**src/rtl/vga_pkg.sv**
```systemverilog
// vga_pkg: screen geometry and motion FSM state shared by the sprite blocks.
// No ports; imported with import vga_pkg::*.
package vga_pkg;

  localparam int SCREEN_W = 640;
  localparam int SCREEN_H = 480;

  typedef enum logic [1:0] {
    IDLE,
    CALC,
    COMMIT
  } state_e;

endpackage

```
**src/rtl/btn_sync.sv**
```systemverilog
// btn_sync: two-flop synchronizer for one asynchronous active-low button.
// Ports: i_clk, i_rst (sync, active high), i_btn_n (async), o_btn_n (synced).
module btn_sync (
  input  logic i_clk,
  input  logic i_rst,
  input  logic i_btn_n,
  output logic o_btn_n
);

  logic r_meta;
  logic r_sync;

  // Reset parks both flops at the released level so no phantom press.
  always_ff @(posedge i_clk) begin
    if (i_rst) begin
      r_meta <= 1'b1;
      r_sync <= 1'b1;
    end else begin
      r_meta <= i_btn_n;
      r_sync <= r_meta;
    end
  end

  assign o_btn_n = r_sync;

endmodule

```
**src/rtl/sprite_motion_ctrl.sv**
```systemverilog
// sprite_motion_ctrl: once-per-frame sprite position update from buttons.
// Ports: iVGA_CLK, iRST (sync high), iVS (low vsync), mLeft/mRight/mUp/mDown
//   (async low), iEnable -> oPosX, oPosY, oTopLeft, oFrameTick, oMoving.
// Build option: define SPRITE_ACCEL_EN for the hold-to-accelerate step.
module sprite_motion_ctrl
  import vga_pkg::*;
#(
  parameter int SPRITE_W = 50,
  parameter int SPRITE_H = 50,
  parameter int STEP     = 1,
  parameter int X0       = 40,
  parameter int Y0       = 1
) (
  input  logic        iVGA_CLK,
  input  logic        iRST,
  input  logic        iVS,
  input  logic        mLeft,
  input  logic        mRight,
  input  logic        mUp,
  input  logic        mDown,
  input  logic        iEnable,
  output logic [9:0]  oPosX,
  output logic [8:0]  oPosY,
  output logic [18:0] oTopLeft,
  output logic        oFrameTick,
  output logic        oMoving
);

  localparam logic signed [10:0] XMAX = 11'(SCREEN_W - SPRITE_W);
  localparam logic signed [10:0] YMAX = 11'(SCREEN_H - SPRITE_H);
  localparam logic [18:0] TL0 = 19'(Y0 * SCREEN_W + X0);

  logic w_l_n, w_r_n, w_u_n, w_d_n;

  btn_sync u_left  (.i_clk(iVGA_CLK), .i_rst(iRST),
                    .i_btn_n(mLeft),  .o_btn_n(w_l_n));
  btn_sync u_right (.i_clk(iVGA_CLK), .i_rst(iRST),
                    .i_btn_n(mRight), .o_btn_n(w_r_n));
  btn_sync u_up    (.i_clk(iVGA_CLK), .i_rst(iRST),
                    .i_btn_n(mUp),    .o_btn_n(w_u_n));
  btn_sync u_down  (.i_clk(iVGA_CLK), .i_rst(iRST),
                    .i_btn_n(mDown),  .o_btn_n(w_d_n));

  // Disable gates the presses, which yields dx = dy = 0.
  logic w_l, w_r, w_u, w_d;
  assign w_l = ~w_l_n & iEnable;
  assign w_r = ~w_r_n & iEnable;
  assign w_u = ~w_u_n & iEnable;
  assign w_d = ~w_d_n & iEnable;

  state_e r_state;
  logic   r_vs;
  logic   r_vs_d;
  logic [9:0] r_nx;
  logic [8:0] r_ny;
  logic       r_mv;
  logic [10:0] w_step;

`ifdef SPRITE_ACCEL_EN
  logic [5:0] r_hold;
  logic [3:0] r_dir_c;
  logic [3:0] r_dir_l;
  logic [3:0] w_dir;

  assign w_dir  = {w_r & ~w_l, w_l & ~w_r, w_d & ~w_u, w_u & ~w_d};
  assign w_step = (r_hold == 6'd32) ? 11'(2 * STEP) : 11'(STEP);

  // Counts commits that repeat the same nonzero direction.
  always_ff @(posedge iVGA_CLK) begin
    if (iRST) begin
      r_hold  <= '0;
      r_dir_c <= '0;
      r_dir_l <= '0;
    end else if (r_state == CALC) begin
      r_dir_c <= w_dir;
    end else if (r_state == COMMIT) begin
      r_dir_l <= r_dir_c;
      if (r_dir_c == 4'd0)
        r_hold <= '0;
      else if (r_dir_c != r_dir_l)
        r_hold <= 6'd1;
      else if (r_hold != 6'd32)
        r_hold <= r_hold + 6'd1;
    end
  end
`else
  assign w_step = 11'(STEP);
`endif

  logic signed [10:0] w_dx, w_dy, w_sx, w_sy;
  logic [9:0] w_nx;
  logic [8:0] w_ny;

  always_comb begin
    w_dx = '0;
    w_dy = '0;
    if (w_r && !w_l) w_dx = w_step;
    else if (w_l && !w_r) w_dx = -w_step;
    if (w_d && !w_u) w_dy = w_step;
    else if (w_u && !w_d) w_dy = -w_step;
    w_sx = $signed({1'b0, oPosX}) + w_dx;
    w_sy = $signed({2'b0, oPosY}) + w_dy;
    w_nx = w_sx[9:0];
    w_ny = w_sy[8:0];
    if (w_sx < 0) w_nx = '0;
    else if (w_sx > XMAX) w_nx = XMAX[9:0];
    if (w_sy < 0) w_ny = '0;
    else if (w_sy > YMAX) w_ny = YMAX[8:0];
  end

  always_ff @(posedge iVGA_CLK) begin
    if (iRST) begin
      r_state    <= IDLE;
      r_vs       <= 1'b1;
      r_vs_d     <= 1'b1;
      oFrameTick <= 1'b0;
      oPosX      <= 10'(X0);
      oPosY      <= 9'(Y0);
      oTopLeft   <= TL0;
      oMoving    <= 1'b0;
      r_nx       <= 10'(X0);
      r_ny       <= 9'(Y0);
      r_mv       <= 1'b0;
    end else begin
      r_vs       <= iVS;
      r_vs_d     <= r_vs;
      oFrameTick <= r_vs_d & ~r_vs;
      unique case (r_state)
        IDLE: begin
          if (oFrameTick) r_state <= CALC;
        end
        CALC: begin
          r_nx    <= w_nx;
          r_ny    <= w_ny;
          r_mv    <= (w_nx != oPosX) || (w_ny != oPosY);
          r_state <= COMMIT;
        end
        COMMIT: begin
          oPosX    <= r_nx;
          oPosY    <= r_ny;
          oMoving  <= r_mv;
          // y*640 as y*512 + y*128
          oTopLeft <= ({10'd0, r_ny} << 9) + ({10'd0, r_ny} << 7)
                    + {9'd0, r_nx};
          r_state  <= IDLE;
        end
        default: r_state <= IDLE;
      endcase
    end
  end

endmodule

```
**config.mk**
```make
export PLATFORM = sky130hd
export DESIGN_NAME = sprite_motion_ctrl
export DESIGN_NICKNAME = d
export VERILOG_FILES = /design/src/rtl/vga_pkg.sv /design/src/rtl/btn_sync.sv /design/src/rtl/sprite_motion_ctrl.sv
export SDC_FILE = /design/constraint.sdc
export NUM_CORES = 1
export LEC_CHECK = 0
export ABC_AREA = 1
export BUFFER_PORTS_ARGS = -buffer_cell sky130_fd_sc_hd__buf_4
export CAP_MARGIN = 10
export CELL_PAD_IN_SITES_DETAIL_PLACEMENT = 1
export CELL_PAD_IN_SITES_GLOBAL_PLACEMENT = 1
export CORE_MARGIN = 2
export CORE_UTILIZATION = 46
export CTS_CLUSTER_SIZE = 24
export DETAILED_ROUTE_END_ITERATION = 8
export PLACE_DENSITY_LB_ADDON = 0.1
export SYNTH_ARGS = -nofsm -noshare
export SYNTH_HDL_FRONTEND = slang
export SYNTH_HIERARCHICAL = 1
export SYNTH_SLANG_ARGS = --single-unit
```
**constraint.sdc**
```tcl
create_clock -name iVGA_CLK -period 7.77 [get_ports iVGA_CLK]
set_input_delay 1.9425 -clock iVGA_CLK [delete_from_list [all_inputs] [get_ports iVGA_CLK]]
set_output_delay 1.9425 -clock iVGA_CLK [all_outputs]
set_load 0.005 [all_outputs]
```
==> impl_metrics.env, run 1 <==
export IMPL_antenna_cells=0
export IMPL_cts_buffer_depth=2
export IMPL_synth_edf_count=0
export IMPL_synthMuxAreaShare_pct=0
export IMPL_gr_total_overflow=0
export IMPL_status="finished, final reports clean"
export IMPL_synth_xor_area_share_pct=2.18
export IMPL_fin_nets=792
export IMPL_vias_per_cell=5.38
export IMPL_coreArea_mm2=0.00982
export IMPL_final_cell_mix="nand2_1 (214), inv_1 (80), dfxtp_1 (65)"
export IMPL_crit_arrival_ns=5.32
export IMPL_hold_class="flop to flop"
export IMPL_n_fill_cell=1398
export IMPL_rsz0062_at_grt="false"
export IMPL_crit_cells=20
export IMPL_clock_skew_ns=0.00751
export IMPL_crit_family="simple AND/OR/NAND/NOR gates"
export IMPL_cts_tree="done"
export IMPL_firstDrtPassIters=4
export IMPL_synth_distinct_cells=41
export IMPL_grt_antenna_before_repair=0
export IMPL_maxCapViolations=0
export IMPL_path_cells="buf_4 -> inv_1 -> nor2_1 -> ha_1 -> ha_1 -> a31o_2 -> nor2_2 -> nand3_1 -> nand2_2 -> nand2_4 -> nand2_2 -> inv_2 -> nand2_4 -> nand2_1 -> nand2_1 -> nand3_1 -> nor2_1 -> nand2_1 -> nor2_2 -> a21oi_2"
export IMPL_synth_compound_area_share_pct=13.0
export IMPL_dpl_cell_area_mm2=0.00504
export IMPL_yosysWarnings=6
export IMPL_post_cts_buffers=0
export IMPL_ctsRootBufferMaster="clkbuf_8"
export IMPL_cts_buffers=9
export IMPL_vias=4796
export IMPL_cts_resized=0
export IMPL_cpPeakStageDelay_ns=0.75
export IMPL_drt_iter0_markers=269
export IMPL_synthesis_nets=761
export IMPL_yosysTopAreaCell="dfxtp_1"
export IMPL_layout_setup_ws_ns=2.70
export IMPL_maxSlewHeadroom_pct=44.0
export IMPL_final_common_cell="nand2_1"
export IMPL_cp_max_fo=18
export IMPL_cts_max_level=3
export IMPL_areaGrowthSynthToFinish_pct=12.6
export IMPL_cpMaxStageDelayCell="ha_1"
export IMPL_drc=0
export IMPL_grt_total_usage_pct=25.9
export IMPL_start_util_pct=47.8
export IMPL_period_needed_ns=5.07
export IMPL_total_power_mw=0.781
export IMPL_synth_seq_cells=65
export IMPL_drive_gt1_share_pct=15.9
export IMPL_final_antenna_net_count=0
export IMPL_hold_viol_final=0
export IMPL_hold_buffers=0
export IMPL_dieWidth_um=105
export IMPL_grt_pass1_vias=4769
export IMPL_die_height_um=105
export IMPL_synthTopCellsByArea="dfxtp_1 (28%), nand2_1 (17%), ha_1 (7.2%)"
export IMPL_rr_startpoint="u_left/o_btn_n"
export IMPL_finalCritPeriodShare_pct=65.3
export IMPL_start_kind="input port"
export IMPL_path_buf_inv=3
export IMPL_cp_end_kind="flop"
export IMPL_finalSetupTns_ns=0
export IMPL_drt_total_wl_um=13900
export IMPL_cpMostUsedCell="nand2_1"
export IMPL_drv_slew=0
export IMPL_dp_slack_ns=2.36
export IMPL_pwr_density_cell_mw_per_mm2=148
export IMPL_critPathKind="input port to flop"
export IMPL_hpwl_um=10800
export IMPL_r2r_end="r_mv"
export IMPL_holdWs_ns=0.424
export IMPL_fin_util_pct=53.8
export IMPL_setup_violations=0
export IMPL_wl_per_cell_um=15.6
export IMPL_cp_endpoint="r_mv"
export IMPL_async_reset_ff_share_pct=0
export IMPL_placed_cells=875
export IMPL_clk_latency_ns=0.35
export IMPL_avgSynthCellArea_um2=6.49
export IMPL_port_buffer_count=47
export IMPL_grt_pass1_wl_um=23000
export IMPL_yosys_area_top_type_share_pct=27.7
export IMPL_fp_dieArea_mm2=0.0110
export IMPL_clock_sinks=65
export IMPL_power_leakage_nw=2.74
export IMPL_cp_required_ns=8.01
export IMPL_synth_top_family_by_area="simple AND/OR/NAND/NOR gates"
export IMPL_yosysSeqAreaShare_pct=27.7
export IMPL_max_freq_mhz=197
export IMPL_yosys_area_share_simple_pct=37.6
export IMPL_worstSetupStartpoint="iEnable"
export IMPL_synth_area_mm2=0.00470
export IMPL_synthAdderAreaFrac_pct=8.47
export IMPL_path_clk_slew_ns=0.07
export IMPL_tightest_slew_ns=0.840
export IMPL_io_pins=48
export IMPL_fin_area_mm2=0.00529
export IMPL_num_rows=36
export IMPL_peakVddDrop_mv=0.158
export IMPL_grt_start_max_net_pins=44
export IMPL_synth_flop_cell="dfxtp_1"
export IMPL_r2r_cells=18
export IMPL_final_cells=892
export IMPL_place_gp_congestion=0.846
export IMPL_reg2reg_slack_ns=4.15
export IMPL_synth_cells=723
## synth_stat cells, types with 6 or more instances
library cell	number
inv_1	80
nand4_1	13
clkbuf_1	15
o21ai_0	54
ha_1	27
nand3_1	59
nor2_1	52
nor2_2	9
dfxtp_1	65
a21oi_1	44
buf_4	9
nand2_1	214
o211ai_1	6
nand2_2	15
## cell type report
| type | instances | area [um2] | share of cell area, % |
|---|---|---|---|
| repair buffers | 50 | 395 | 7.48 |
| clock buffers | 9 | 124 | 2.34 |
| flip-flops and latches | 65 | 1300 | 24.6 |
| inverters | 86 | 325 | 6.15 |
| clock inverters | 7 | 93.8 | 1.78 |
| multi-input cells | 542 | 2880 | 54.5 |
| well taps | 133 | 166 | 3.15 |
## report_power, final
part           internal, mW  switching (mW)  leakage [nW]
Clock                 0.180           0.141         0.106
Combinational        0.0400          0.0683          2.10
Sequential            0.342         0.00911         0.529
Total                 0.563           0.218          2.74
## state kept, by name, indices dropped and copies added, names as in the netlist
| name | flops |
|---|---|
| u_left/o_btn_n | 1 |
| u_left/r_meta | 1 |
| oPosY | 9 |
| r_mv | 1 |
| r_ny | 9 |
| r_state | 2 |
| u_up/r_meta | 1 |
| oFrameTick | 1 |
| u_right/o_btn_n | 1 |
| oTopLeft | 12 |
| r_vs | 1 |
| u_down/r_meta | 1 |
| r_nx | 10 |
| r_vs_d | 1 |
| oMoving | 1 |
| oPosX | 10 |
| u_up/o_btn_n | 1 |
| u_down/o_btn_n | 1 |
| u_right/r_meta | 1 |
## per-layer routing
layer	track usage, %	vias up	wire, um
met4	7.62	0	187
met3	3.37	11	529
li1	-	2374	-
met2	42.2	78	6480
met5	0	-	0
met1	35.7	2333	6750
## logic make-up after synthesis
| kind of cell | after synthesis |
|---|---|
| AO/OA/AOI/OAI | 114 |
| XOR/XNOR | 10 |
| adder cells (fa/ha/maj) | 30 |
| buffers and inverters | 116 |
| flip-flops | 65 |
| AND/OR/NAND/NOR | 388 |
## how the worst min path moves through the flow
stage / end / slack, ns / from / cells after the start
after floorplan: u_down/o_btn_n / 0.39 / u_down/r_meta / 2
after global placement: u_down/o_btn_n / 0.40 / u_down/r_meta / 2
after detailed placement: oFrameTick / 0.41 / r_vs_d / 2
after CTS: oFrameTick / 0.43 / r_vs_d / 2
after global routing: r_state[0] / 0.44 / r_state[0] / 1
final: u_right/o_btn_n / 0.42 / u_right/r_meta / 2
## worst min-delay path: stages (launching register included)
cell and delay [ns]:
dfxtp_1 0.31, inv_1 0.03, nand2_1 0.05
No activity file was read; power rests on OpenSTA's default activity.
==> run 2, diff against run 1 <==
Settings changed: ABC_AREA 1 to 0, CORE_UTILIZATION 46 to 44.
Clock period 7.77 ns to 4.9 ns, I/O delays scaled along.
==> run 2 against run 1 <==
  * Combinational power shrank 4%
  * Final cell count is 14% lower
  * Clock power grew 62%
  * Global-route usage shrank 1.3 points
  * Count of clock-buffer cells in the layout up 1
==> impl_metrics.env, run 2 <==
export IMPL_ctsRootBufferMaster="clkbuf_8"
export IMPL_drt_total_wl_um=13500
export IMPL_finalSetupTns_ns=0
export IMPL_num_rows=37
export IMPL_grt_pass1_vias=4443
export IMPL_largest_reg_flops=12
export IMPL_peakVddDrop_mv=0.220
export IMPL_post_cts_buffers=0
export IMPL_final_antenna_net_count=0
export IMPL_dieWidth_um=108
export IMPL_synth_flop_cell="dfxtp_1"
export IMPL_setup_violations=0
export IMPL_synthesis_nets=642
export IMPL_fp_dieArea_mm2=0.0116
export IMPL_grt_start_max_net_pins=67
export IMPL_n_fill_cell=1308
export IMPL_place_gp_congestion=0.906
export IMPL_period_needed_ns=4.46
export IMPL_firstDrtPassIters=4
export IMPL_reg2reg_slack_ns=1.11
export IMPL_yosysTopAreaCell="dfxtp_1"
export IMPL_top_usage_layer="met2"
export IMPL_port_buffer_count=47
export IMPL_path_clk_slew_ns=0.07
export IMPL_cts_max_level=3
export IMPL_top_register="oTopLeft"
export IMPL_start_kind="input port"
export IMPL_vias_per_cell=5.78
export IMPL_synth_edf_count=0
export IMPL_status="finished, final reports clean"
export IMPL_pwr_share_comb_pct=8.9
export IMPL_finalCritPeriodShare_pct=91.0
export IMPL_power_switching_mw=0.284
export IMPL_grt_use_met3_pct=2.66
export IMPL_cts_buffer_depth=2
export IMPL_cts_resized=0
export IMPL_yosysWarnings=6
export IMPL_p_clk_share_pct=44.6
export IMPL_synth_seq_cells=65
export IMPL_yosys_area_top_type_share_pct=27.6
export IMPL_grt_total_usage_pct=24.6
export IMPL_yosysSeqAreaShare_pct=27.6
export IMPL_synth_most_common_cell="nand2_1"
export IMPL_cts_buffers=9
export IMPL_synth_area_mm2=0.00472
export IMPL_cp_max_fo=5
export IMPL_async_reset_ff_share_pct=0
export IMPL_critPathKind="input port to flop"
export IMPL_maxCapViolations=0
export IMPL_start_util_pct=45.5
export IMPL_areaGrowthSynthToFinish_pct=13.2
export IMPL_antenna_cells=0
export IMPL_cp_end_kind="flop"
export IMPL_hold_buffers=0
export IMPL_netSwitchingFraction_pct=24.4
export IMPL_hold_class="flop to flop"
export IMPL_top_regs="oTopLeft (12), oPosX (10), r_nx (10)"
export IMPL_multi_input_area_mm2=0.00308
export IMPL_avgSynthCellArea_um2=7.81
export IMPL_seq_power_share_pct=46.5
export IMPL_coreArea_mm2=0.0104
export IMPL_synthTopCellsByCount="nand2_1 (94), a21oi_1 (70), dfxtp_1 (65)"
export IMPL_final_cell_mix="nand2_1 (94), a21oi_1 (70), buf_4 (65), dfxtp_1 (65), nor2_1 (36)"
export IMPL_drt_iter0_markers=206
export IMPL_cts_tree="done"
export IMPL_clock_skew_ns=0.0102
export IMPL_drive_gt1_share_pct=16.2
export IMPL_clock_sinks=65
export IMPL_r2r_cells=15
export IMPL_internal_power_mw=0.881
export IMPL_synthTopCellsByArea="dfxtp_1 (28%), nand2_1 (7.5%), a21oi_1 (7.4%)"
export IMPL_crit_arrival_ns=4.67
export IMPL_fin_nets=664
export IMPL_rr_startpoint="u_right/o_btn_n"
export IMPL_rsz0062_at_grt="false"
export IMPL_grt_antenna_before_repair=0
export IMPL_r2r_end="r_mv"
export IMPL_clk_latency_ns=0.35
export IMPL_max_freq_mhz=224
export IMPL_grtUsageMet2_pct=40.0
export IMPL_cp_endpoint="r_mv"
export IMPL_pwr_density_cell_mw_per_mm2=218
export IMPL_worstSetupStartpoint="iEnable"
export IMPL_vias=4432
export IMPL_tightest_slew_ns=0.729
export IMPL_synth_distinct_cells=76
export IMPL_final_common_cell="nand2_1"
export IMPL_hpwl_um=9850
export IMPL_io_pins=48
export IMPL_gr_total_overflow=0
export IMPL_grtUsageMet1_pct=34.5
export IMPL_grt_pass1_wl_um=22800
export IMPL_maxSlewHeadroom_pct=51.3
export IMPL_wl_per_cell_um=17.6
export IMPL_synth_cells=604
export IMPL_cp_required_ns=5.11
export IMPL_drv_slew=0
export IMPL_power_leakage_nw=2.18
export IMPL_die_height_um=108
export IMPL_final_seq_area_mm2=0.00130
export IMPL_drc=0
export IMPL_layout_setup_ws_ns=0.442
export IMPL_hold_viol_final=0
export IMPL_dp_slack_ns=0.0853
## run 2: cell types whose count changed after synthesis, sizes merged, moves of 9 or more
cell,change
nand2,-140
xnor2,+17
nor2,-29
a21oi,+25
nand3,-53
nor2b,+9
o21ai,-36
nor3,+13
nand4,-10
inv,-71
buf,+17
## run 2: logic make-up (layout without fill, tap and decap cells)
group / Yosys count / after routing / synth area share [%]
muxes: 2 / 2 / 0.530
xor gates and xnor gates: 32 / 32 / 5.94
adders and majority gates: 30 / 30 / 8.43
DFF: 65 / 65 / 27.6
buffers and inverters: 70 / 97 / 7.29
AOI/OAI and AO/OA: 168 / 168 / 24.2
and+or+nand+nor: 237 / 237 / 26.0
## run 2: through the flow
step / instance area (um2) / power [mW] / std cells / hold WS, ns / utilization (%)
2_1_floorplan: 4720 / 0.626 / 604 / 0.383 / -
3_3_place_gp: 5110 / 0.655 / 751 / 0.390 / 49.3
3_5_place_dp: 5110 / 0.658 / 751 / 0.390 / 49.3
4_1_cts: 5340 / 1.18 / 767 / 0.409 / 51.5
5_1_grt: 5340 / 1.21 / 767 / 0.432 / 51.5
6_report: 5340 / 1.17 / 767 / 0.405 / 51.5
## run 2: worst min-delay path by stage
stage / start / endpoint / slack, ns / depth (start not counted)
2_1_floorplan: u_down/r_meta / u_down/o_btn_n / 0.38 / 1
3_3_place_gp: u_up/r_meta / u_up/o_btn_n / 0.39 / 1
3_5_place_dp: u_up/r_meta / u_up/o_btn_n / 0.39 / 1
4_1_cts: u_up/r_meta / u_up/o_btn_n / 0.41 / 1
5_1_grt: u_left/r_meta / u_left/o_btn_n / 0.43 / 1
6_report: u_up/r_meta / u_up/o_btn_n / 0.40 / 1
## run 2: routing by layer
layer  up-vias  share of wire (%)
met4         0                1.2
met1      2161                 48
li1       2192                  -
met3        14                2.9
met2        65                 47
met5         -                  0
## run 2: power groups by stage
stage	combinational [mW]	sequential (mW)	clock, mW
after global routing	0.116	0.542	0.548
after global placement	0.101	0.553	0
after floorplan	0.0753	0.551	0
after CTS	0.105	0.541	0.533
after detailed placement	0.104	0.554	0
final	0.104	0.541	0.520
## run 2: final cells by class
class / instances / area share, %
Tap cell: 136 / 3.19
Inverter: 15 / 1.05
Timing Repair Buffer: 66 / 9.51
Clock inverter: 6 / 1.71
Multi-Input combinational cell: 469 / 57.6
Sequential cell: 65 / 24.4
Clock buffer: 10 / 2.58
## run 2: worst max-delay path: stages
cell	delay, ns
buf_4	0.12
nor2b_1	0.14
ha_1	0.28
inv_1	0.04
ha_1	0.21
fa_1	0.44
and4b_1	0.23
o41ai_2	0.38
o311a_4	0.24
o311ai_4	0.11
xnor2_1	0.27
a31o_2	0.22
and2_4	0.16
mux2_4	0.29
o32ai_1	0.17
a41oi_1	0.15
